## config.mk

```make
export PLATFORM = sky130hd
export DESIGN_NAME = door_lock_ctrl
export DESIGN_NICKNAME = d
export VERILOG_FILES = /design/src/rtl/lock_pkg.sv /design/src/rtl/cycle_timer.sv /design/src/rtl/door_lock_ctrl.sv
export SDC_FILE = /design/constraint.sdc
export NUM_CORES = 1
export LEC_CHECK = 0
export ABC_CLOCK_PERIOD_IN_PS = 2800
export CORE_MARGIN = 3
export CORE_UTILIZATION = 40
export CTS_CLUSTER_SIZE = 10
export DETAILED_ROUTE_END_ITERATION = 10
export PLACE_DENSITY = 0.68
export SLEW_MARGIN = 40
export SYNTH_ARGS = -nofsm -noshare
export SYNTH_HDL_FRONTEND = slang
export SYNTH_SLANG_ARGS = --single-unit
```

## constraint.sdc

```tcl
create_clock -name clk -period 2.8 [get_ports clk]
set_clock_uncertainty 0.15 [all_clocks]
set_input_delay 0.42 -clock clk [delete_from_list [all_inputs] [get_ports clk]]
set_output_delay 0.42 -clock clk [all_outputs]
set_load 0.02 [all_outputs]
```

## src/rtl/lock_pkg.sv

```systemverilog
// Purpose: shared types and default timing constants for the door lock actuator path.
// Latency: n/a (package only).
// Backpressure: n/a (package only).
package lock_pkg;

    typedef enum logic [1:0] {
        IDLE    = 2'b00,
        OPEN    = 2'b01,
        LOCKOUT = 2'b10
    } lock_state_t;

    localparam int DEF_OPEN_CYCLES    = 8;
    localparam int DEF_MAX_FAILS      = 3;
    localparam int DEF_LOCKOUT_CYCLES = 16;

    // Elaboration-time helper used to size the shared timer.
    function automatic int max_int(input int a, input int b);
        return (a > b) ? a : b;
    endfunction

endpackage

```

## src/rtl/cycle_timer.sv

```systemverilog
// Purpose: loadable down-counter that stops at zero; is_zero flags expiry.
// Latency: load_value visible on the cycle after load; is_zero is a decode of the register.
// Backpressure: none; load always wins over the decrement.
//
// Ports:
//   clk, rst      clock and asynchronous active-high reset (count clears to 0)
//   load          reload the counter with load_value on this edge
//   load_value    value to load
//   is_zero       high while the count is zero
module cycle_timer #(
    parameter int W = 4
) (
    input  logic         clk,
    input  logic         rst,
    input  logic         load,
    input  logic [W-1:0] load_value,
    output logic         is_zero
);

    logic [W-1:0] cnt;

    // Counts down and parks at zero, so it needs no separate enable:
    // whoever loads it just watches is_zero.
    always_ff @(posedge clk or posedge rst) begin
        if (rst) begin
            cnt <= '0;
        end else if (load) begin
            cnt <= load_value;
        end else if (cnt != '0) begin
            cnt <= cnt - 1'b1;
        end
    end

    assign is_zero = (cnt == '0);

endmodule

```

## src/rtl/door_lock_ctrl.sv

```systemverilog
// Purpose: door solenoid controller with failed-attempt counting and timed lockout/alarm.
// Latency: outputs registered, one edge after the unlock/attempt that causes them.
// Backpressure: none; inputs are sampled every edge, ignored in states that don't use them.
//
// Ports:
//   clk, rst     clock and asynchronous active-high reset
//   unlock       pattern-detector match (high = correct code)
//   attempt      one-cycle strobe marking the end of an entry attempt
//   door_open    solenoid release
//   locked_out   lockout active
//   alarm        siren; mirrors locked_out
//   fail_cnt     consecutive failed attempts, saturating at MAX_FAILS
module door_lock_ctrl
    import lock_pkg::*;
#(
    parameter int OPEN_CYCLES    = DEF_OPEN_CYCLES,
    parameter int MAX_FAILS      = DEF_MAX_FAILS,
    parameter int LOCKOUT_CYCLES = DEF_LOCKOUT_CYCLES
) (
    input  logic                               clk,
    input  logic                               rst,
    input  logic                               unlock,
    input  logic                               attempt,
    output logic                               door_open,
    output logic                               locked_out,
    output logic                               alarm,
    output logic [$clog2(MAX_FAILS+1)-1:0]     fail_cnt
);

    localparam int FW = $clog2(MAX_FAILS + 1);
    localparam int TW = $clog2(max_int(OPEN_CYCLES, LOCKOUT_CYCLES) + 1);

    localparam logic [TW-1:0] OPEN_LOAD    = TW'(OPEN_CYCLES - 1);
    localparam logic [TW-1:0] LOCKOUT_LOAD = TW'(LOCKOUT_CYCLES - 1);
    localparam logic [FW-1:0] FAIL_MAX     = FW'(MAX_FAILS);
    localparam logic [FW:0]   FAIL_LIMIT   = (FW+1)'(MAX_FAILS);

    lock_state_t   state, state_nxt;
    logic [FW-1:0] fail_nxt;
    logic [FW:0]   fail_inc;
    logic          tmr_load;
    logic [TW-1:0] tmr_value;
    logic          tmr_zero;
    logic          door_open_nxt;
    logic          locked_out_nxt;

    cycle_timer #(
        .W (TW)
    ) u_timer (
        .clk        (clk),
        .rst        (rst),
        .load       (tmr_load),
        .load_value (tmr_value),
        .is_zero    (tmr_zero)
    );

    // One extra bit so the "would reach the limit" test cannot overflow.
    assign fail_inc = {1'b0, fail_cnt} + (FW+1)'(1);

    // State register plus registered outputs.
    always_ff @(posedge clk or posedge rst) begin
        if (rst) begin
            state      <= IDLE;
            fail_cnt   <= '0;
            door_open  <= 1'b0;
            locked_out <= 1'b0;
            alarm      <= 1'b0;
        end else begin
            state      <= state_nxt;
            fail_cnt   <= fail_nxt;
            door_open  <= door_open_nxt;
            locked_out <= locked_out_nxt;
            alarm      <= locked_out_nxt;
        end
    end

    // Next-state, fail counter and timer control.
    always_comb begin
        state_nxt = state;
        fail_nxt  = fail_cnt;
        tmr_load  = 1'b0;
        tmr_value = OPEN_LOAD;

        case (state)
            IDLE: begin
                if (unlock) begin
                    // A correct code beats a simultaneous attempt strobe.
                    state_nxt = OPEN;
                    tmr_load  = 1'b1;
                    tmr_value = OPEN_LOAD;
                    fail_nxt  = '0;
                end else if (attempt) begin
                    if (fail_inc < FAIL_LIMIT) begin
                        fail_nxt = fail_inc[FW-1:0];
                    end else begin
                        state_nxt = LOCKOUT;
                        tmr_load  = 1'b1;
                        tmr_value = LOCKOUT_LOAD;
                        fail_nxt  = FAIL_MAX;
                    end
                end
            end

            OPEN: begin
                // Reloading on the last cycle keeps door_open high with no gap.
                if (unlock) begin
                    tmr_load  = 1'b1;
                    tmr_value = OPEN_LOAD;
                end else if (tmr_zero) begin
                    state_nxt = IDLE;
                end
            end

            LOCKOUT: begin
                // unlock on the expiry edge is deliberately dropped.
                if (tmr_zero) begin
                    state_nxt = IDLE;
                    fail_nxt  = '0;
                end
            end

            default: begin
                state_nxt = IDLE;
                fail_nxt  = '0;
            end
        endcase
    end

    // Outputs decoded from the next state, then registered above.
    always_comb begin
        door_open_nxt  = (state_nxt == OPEN);
        locked_out_nxt = (state_nxt == LOCKOUT);
    end

endmodule

```

==> metrics.txt <==
Clock Latency Late Sink between 200 and 300 ps; crit-path max FO 5; critical path capture point type output port; Buf/Inv on CP 1; Slew Viols, Final 0; post-DP HPWL 744 um; CP top delay family buffers and inverters; Sink Count 11; WL per Instance around 13 um; Synth Area in Compound Gates 0.164; VDD IR max 0.330 mV; total routed wirelength 1030 um; RSZ-0062 raised after global routing false; Core ar. 1320 um^2; setup bufs post-CTS 0; antenna violations before repair 0; Tcrit/Tclk final 0.668; H-tree depth 1; Port Buffer Count 8; status finished clean; # diodes 0; adder-cell share of the synthesized area 0.0437; Hold Buf Count CTS 0; total leakage power about 0.28 nW; number of global-route vias before repair 434; DR vias/cell around 5.1; crit-path max cell delay roughly 630 ps; Die W 43.9 um; Final Wtd Congestion 0.728; number of flops mapped to enable cells by yosys 0; via count 417; initial core utilization 0.435; Ys Warns 0; CP required approximately 2200 ps; Arr. time, crit path approximately 1300 ps; # DRC 0; xor-xnor portion of the synthesized cell area 0.0459; row cnt 13; Synth Instances 56; slew margin rel. 0.666; fill count 112; CP cell instances clkdlybuf4s50_1; worst slew pin tran 500 ps; Place WS 1010 ps; initial drt markers 2; first-pass GRT wire length 1800 um; Net Count, Synth 62; clock root cell clkbuf_4; Synth Flop Type dfrtp_1; reg2reg start u_timer.cnt[0]; Top Ports 9; fin area 687 um^2; fmax 535 MHz; synthesized area about 570 um^2; ys async rst share 1.00; share of the synthesized area in the top cell type 0.480; CTS tree done; cell taking the most area after synthesis dfrtp_1; Synth Register Bits 11; largest family of logic cells by synthesized area simple AND/OR/NAND/NOR gates; layout cells sized above 1 0.0758; global route overflow 0; Final Hold Fails 0; nets@finish 73; Die Span Y 43.9 um; TritonCTS buffer count 3; GR Util met2 0.177; dpl cell area 661 um^2; synthesized area per cell 10.2 um^2; Cells after DPL 77; Setup-failing EPs final 0; most area-consuming cells after synthesis dfrtp_1, nor2_1, xnor2_1, ha_1, o21ai_1; cell with the most instances after synthesis dfrtp_1; clk slew on worst S/H paths 70 ps; Hold Crit Class input pin to asynchronous set/reset pin; GRT Max-Usage Layer met2; critical path type register to output port; Worst setup startpoint fail_cnt[1]; Seq/Total Area, Yosys 0.480; CTS resizes 0; Synth Area in Simple Gates 0.221; pwr/cell area approximately 480 nW/um^2; drt pass-1 iters 2; CP max stage cell clkdlybuf4s50_1; met1 global-route usage 0.173; Finished Layout Cells a little over 80; DRT antenna net count 0; minimum clock period between 1500 and 2000 ps; max cap viols 0; final setup margin 930 ps; synth-to-layout area growth 19.9%; GRT met3 Usage 0.0747; mux cell area share after synthesis 0; Yosys cell types 26; Critical Path Source Type register; largest net degree at the start of global routing 14; All-Layer GR Usage 0.130; most frequent cells after synthesis dfrtp_1, nor2_1, inv_1, o21ai_1, xnor2_1; Die Footprint between 1500 and 2000 um^2; setup_tns 0 ps; CTS Buffer Depth 2
-- state kept, by name (all words and copies together), names as in the netlist --
| signal | count |
|---|---|
| door_open | 1 |
| fail_cnt | 2 |
| u_timer.cnt | 5 |
| alarm | 1 |
| state | 2 |
-- layout by cell type, fill, tap and decap left out --
master / n
o21ba_1: 1
xnor2_1: 3
clkbuf_4: 3
a32oi_1: 1
nand2b_1: 2
clkdlybuf4s50_1: 8
nor4b_1: 1
nor4b_2: 1
o21ai_1: 4
ha_1: 2
nand3b_1: 1
dfrtp_1: 11
inv_1: 4
o21a_1: 1
nor3_1: 2
nor2_1: 8
or4b_4: 1
nor3b_1: 1
a22o_1: 1
a21o_1: 1
clkbuf_1: 1
o32ai_1: 1
and2_0: 1
a21oi_1: 2
o22ai_1: 2
nor2b_1: 1
and3b_1: 1
-- cell type report --
| type | count | area (um^2) | area share |
|---|---|---|---|
| clock buffer | 4 | 26.3 | 0.0383 |
| inverter | 4 | 15.0 | 0.0219 |
| multi-input combinational | 39 | 272 | 0.395 |
| sequential | 11 | 275 | 0.401 |
| tap | 15 | 18.8 | 0.0273 |
| timing repair buffer | 8 | 80.1 | 0.117 |
-- cells by family (layout without fill, tap and decap cells) --
kind of cell,count (synthesis),after routing
and+or+nand+nor,20,20
xor gates and xnor gates,3,3
DFF,11,11
adders and majority gates,2,2
AOI/OAI and AO/OA,14,14
buffers and inverters,6,16
-- path summary, 6_finish.rpt --
check                                       to  slack, ps  cells after the start
worst max-delay path               fail_cnt[1]        930                      1
worst min-delay path                  state[0]        290                      2
worst max register to register     fail_cnt[0]       1030                      5
worst min register to register  u_timer.cnt[0]        420                      2
max in group asynchronous          fail_cnt[0]       1920                      2
min in group clk                u_timer.cnt[0]        420                      2
-- per-layer routing --
layer | part of all wire | wire (um)
met1 | 0.51 | 525
met2 | 0.44 | 447
met3 | 0.053 | 54
met4 | 0 | 0
met5 | 0 | 0
-- power by group --
part / internal, mW / leakage, nW / switching [mW]
clock network: 0.0552 / 0.0150 / 0.0518
logic: 0.0237 / 0.140 / 0.0220
registers: 0.167 / 0.130 / 0.00855
-- per-stage QoR --
stage               hold slack (ps)   util  power (mW)
floorplan                       122      -       0.205
global placement                392  0.501       0.225
detailed placement              395  0.501       0.225
CTS                             314  0.521       0.334
global route                    322  0.521       0.351
finish                          295  0.521       0.329
Note: power is estimated with default switching activity, not from simulation.
==> RTL change (config.mk and constraints unchanged) <==
Encoding of `lock_state_t`: now one-hot (3 bits for 3 states).
--- a/src/rtl/lock_pkg.sv
+++ b/src/rtl/lock_pkg.sv
@@ -3,10 +3,10 @@
 // Backpressure: n/a (package only).
 package lock_pkg;
 
-    typedef enum logic [1:0] {
-        IDLE    = 2'b00,
-        OPEN    = 2'b01,
-        LOCKOUT = 2'b10
+    typedef enum logic [2:0] {
+        IDLE    = 3'b001,
+        OPEN    = 3'b010,
+        LOCKOUT = 3'b100
     } lock_state_t;
 
     localparam int DEF_OPEN_CYCLES    = 8;
Formal check against the unedited RTL: same outputs for any inputs over 10 cycles, from zero or initial values and one cycle with rst high; not proved beyond that.
==> RTL change against the unedited design <==
Count of clock-buffer cells in the layout is the same. Sequential cell count rose by 1. Wire length increased by 11%. Critical endpoint is now fail_cnt[1]. Worst setup slack worse by 43 ps. Final area grew 12%. Area after synthesis increased by 14%.
Power is not compared: it rests on default switching activity, and its combinational part moved more than twofold at a synthesized area within 25%.
==> RTL change: results (changes against the unedited design) <==
leading post-synthesis cells by cell area sky130_fd_sc_hd__dfrtp_1 (42%), sky130_fd_sc_hd__dfstp_2 (4.0%), sky130_fd_sc_hd__nand2_1 (4.0%), sky130_fd_sc_hd__xor2_1 (4.0%), sky130_fd_sc_hd__ha_1 (3.8%); final hold slack 298 ps (+3.57 ps); kind of cell with the highest combined delay on the critical path simple AND/OR/NAND/NOR gates; Bufs on Longest Clock Path 2 (unchanged); count of different cell masters after synthesis 28 (+7.7%); DRC violation total after the first TritonRoute iteration 6 (+4); Arrival @ worst endpoint 1920 ps (+620 ps); cell area after placement 734 µm² (+11%); number of setup buffers added after CTS 0 (unchanged); path depth of the worst reg2reg path 6 (+1); largest fanout of any net on the critical path 10 (+5); average detailed-routed wire length per instance 13.0 µm (+2.4%); clock latency on the worst-skew pair 270 ps (about the same); total of warnings raised by yosys 0 (unchanged); average vias per placed instance 5.30 (+2.9%); Post-Synthesis Mean Instance Area 10.3 µm² (+0.92%); Final #Nets 80 (+9.6%); total routing resource utilization after global routing 13.7% (+0.75 points); root buffer cell sky130_fd_sc_hd__clkbuf_4; global-route wire length before repair 1930 µm (+6.9%); Slew HR 59.5% (-7.1 points); flop-to-flop setup slack 890 ps (-140 ps); number of inserted filler cells in the final layout 131 (+17%); clock slew at reported path FFs 70 ps (about the same); delay of the slowest cell on the worst path 510 ps (-120 ps); Post-DP HPWL 825 µm (+11%); worst slack, placed 841 ps (-167 ps); gpl congestion 0.784 (+7.8%); cell types with the highest counts after synthesis sky130_fd_sc_hd__dfrtp_1 (11), sky130_fd_sc_hd__nand2_1 (7), sky130_fd_sc_hd__inv_1 (5); leading registers by flop count u_timer.cnt x5, state x3, fail_cnt x2; layout cell share with drive strength beyond 1 13.7% (+6.1 points); number of global-route vias before repair 438 (+0.92%); post-synthesis sequential area ratio 46.3% (-1.7 points); share of flip-flops with an asynchronous set or reset 100% (unchanged); Worst path slowest cell sky130_fd_sc_hd__nor4b_4; number of iterations in the first detailed-routing pass 4 (+2); status complete, no violations; Crit Reg-Reg Endpoint fail_cnt[1]; total nets after synthesis 69 (+11%); largest net degree at the start of global routing 13 (-1)
-- RTL change: cell types whose count changed in the layout (fill, tap and decap cells not counted), moves of 2 or more --
| cell | delta |
|---|---|
| sky130_fd_sc_hd__nand2_1 | +7 |
| sky130_fd_sc_hd__nor2_1 | -4 |
| sky130_fd_sc_hd__xor2_1 | +3 |
| sky130_fd_sc_hd__o21ai_1 | -4 |
| sky130_fd_sc_hd__a21oi_1 | +2 |
| sky130_fd_sc_hd__o21ai_0 | +2 |
| sky130_fd_sc_hd__o31ai_1 | +2 |
| sky130_fd_sc_hd__o22ai_1 | -2 |
-- RTL change: worst register-to-register path, delay by kind of cell (launching register included) --
kind,cells,cell delay (ps)
buf+inv,1,110
fa+ha+maj,1,160
flops,1,380
simple gates,1,510
compound gates,3,490
-- RTL change: worst max path at each step --
stage / startpoint / to / slack, ps / depth (start not counted)
after floorplan: u_timer.cnt[0] / fail_cnt[1] / 1100 / 6
after global placement: unlock / fail_cnt[0] / 850 / 4
after detailed placement: unlock / fail_cnt[0] / 840 / 4
after CTS: u_timer.cnt[0] / fail_cnt[1] / 870 / 6
after global routing: u_timer.cnt[0] / fail_cnt[1] / 740 / 6
final: u_timer.cnt[0] / fail_cnt[1] / 890 / 6
-- RTL change: cells by family after synthesis --
group / Yosys count / synth area share (%)
compound gates: 14 / 15.6
xor+xnor: 5 / 6.73
fa+ha+maj: 2 / 3.85
buf+inv: 7 / 5.19
flops: 12 / 46.3
mux: 1 / 1.73
simple gates: 22 / 20.6
-- RTL change: routing by layer --
layer | routed length, µm | track usage [%]
met4 | 15 | 6.82
met2 | 499 | 19.8
met3 | 78 | 7.81
met5 | 0 | 0
met1 | 548 | 16.1
-- RTL change: area by class of cell --
| class | count | area share [%] |
|---|---|---|
| multi-input combinational | 44 | 40.9 |
| sequential | 12 | 39.1 |
| timing repair buffer | 8 | 10.4 |
| clock buffer | 4 | 4.71 |
| inverter | 5 | 2.44 |
| tap | 15 | 2.44 |
-- RTL change: metrics by stage --
stage	total power, mW	util (%)	std cells
after floorplan	0.567	-	63
after global placement	0.645	51.9	84
after detailed placement	0.646	51.9	84
after CTS	0.786	54.5	88
after global routing	0.844	54.5	88
final	0.778	54.5	88
-- RTL change: power by group --
part	switching (mW)	total, mW	internal (mW)	leakage [nW]
clock network	0.0542	0.133	0.0790	0.0210
logic	0.171	0.326	0.155	0.190
registers	0.0736	0.318	0.245	0.150
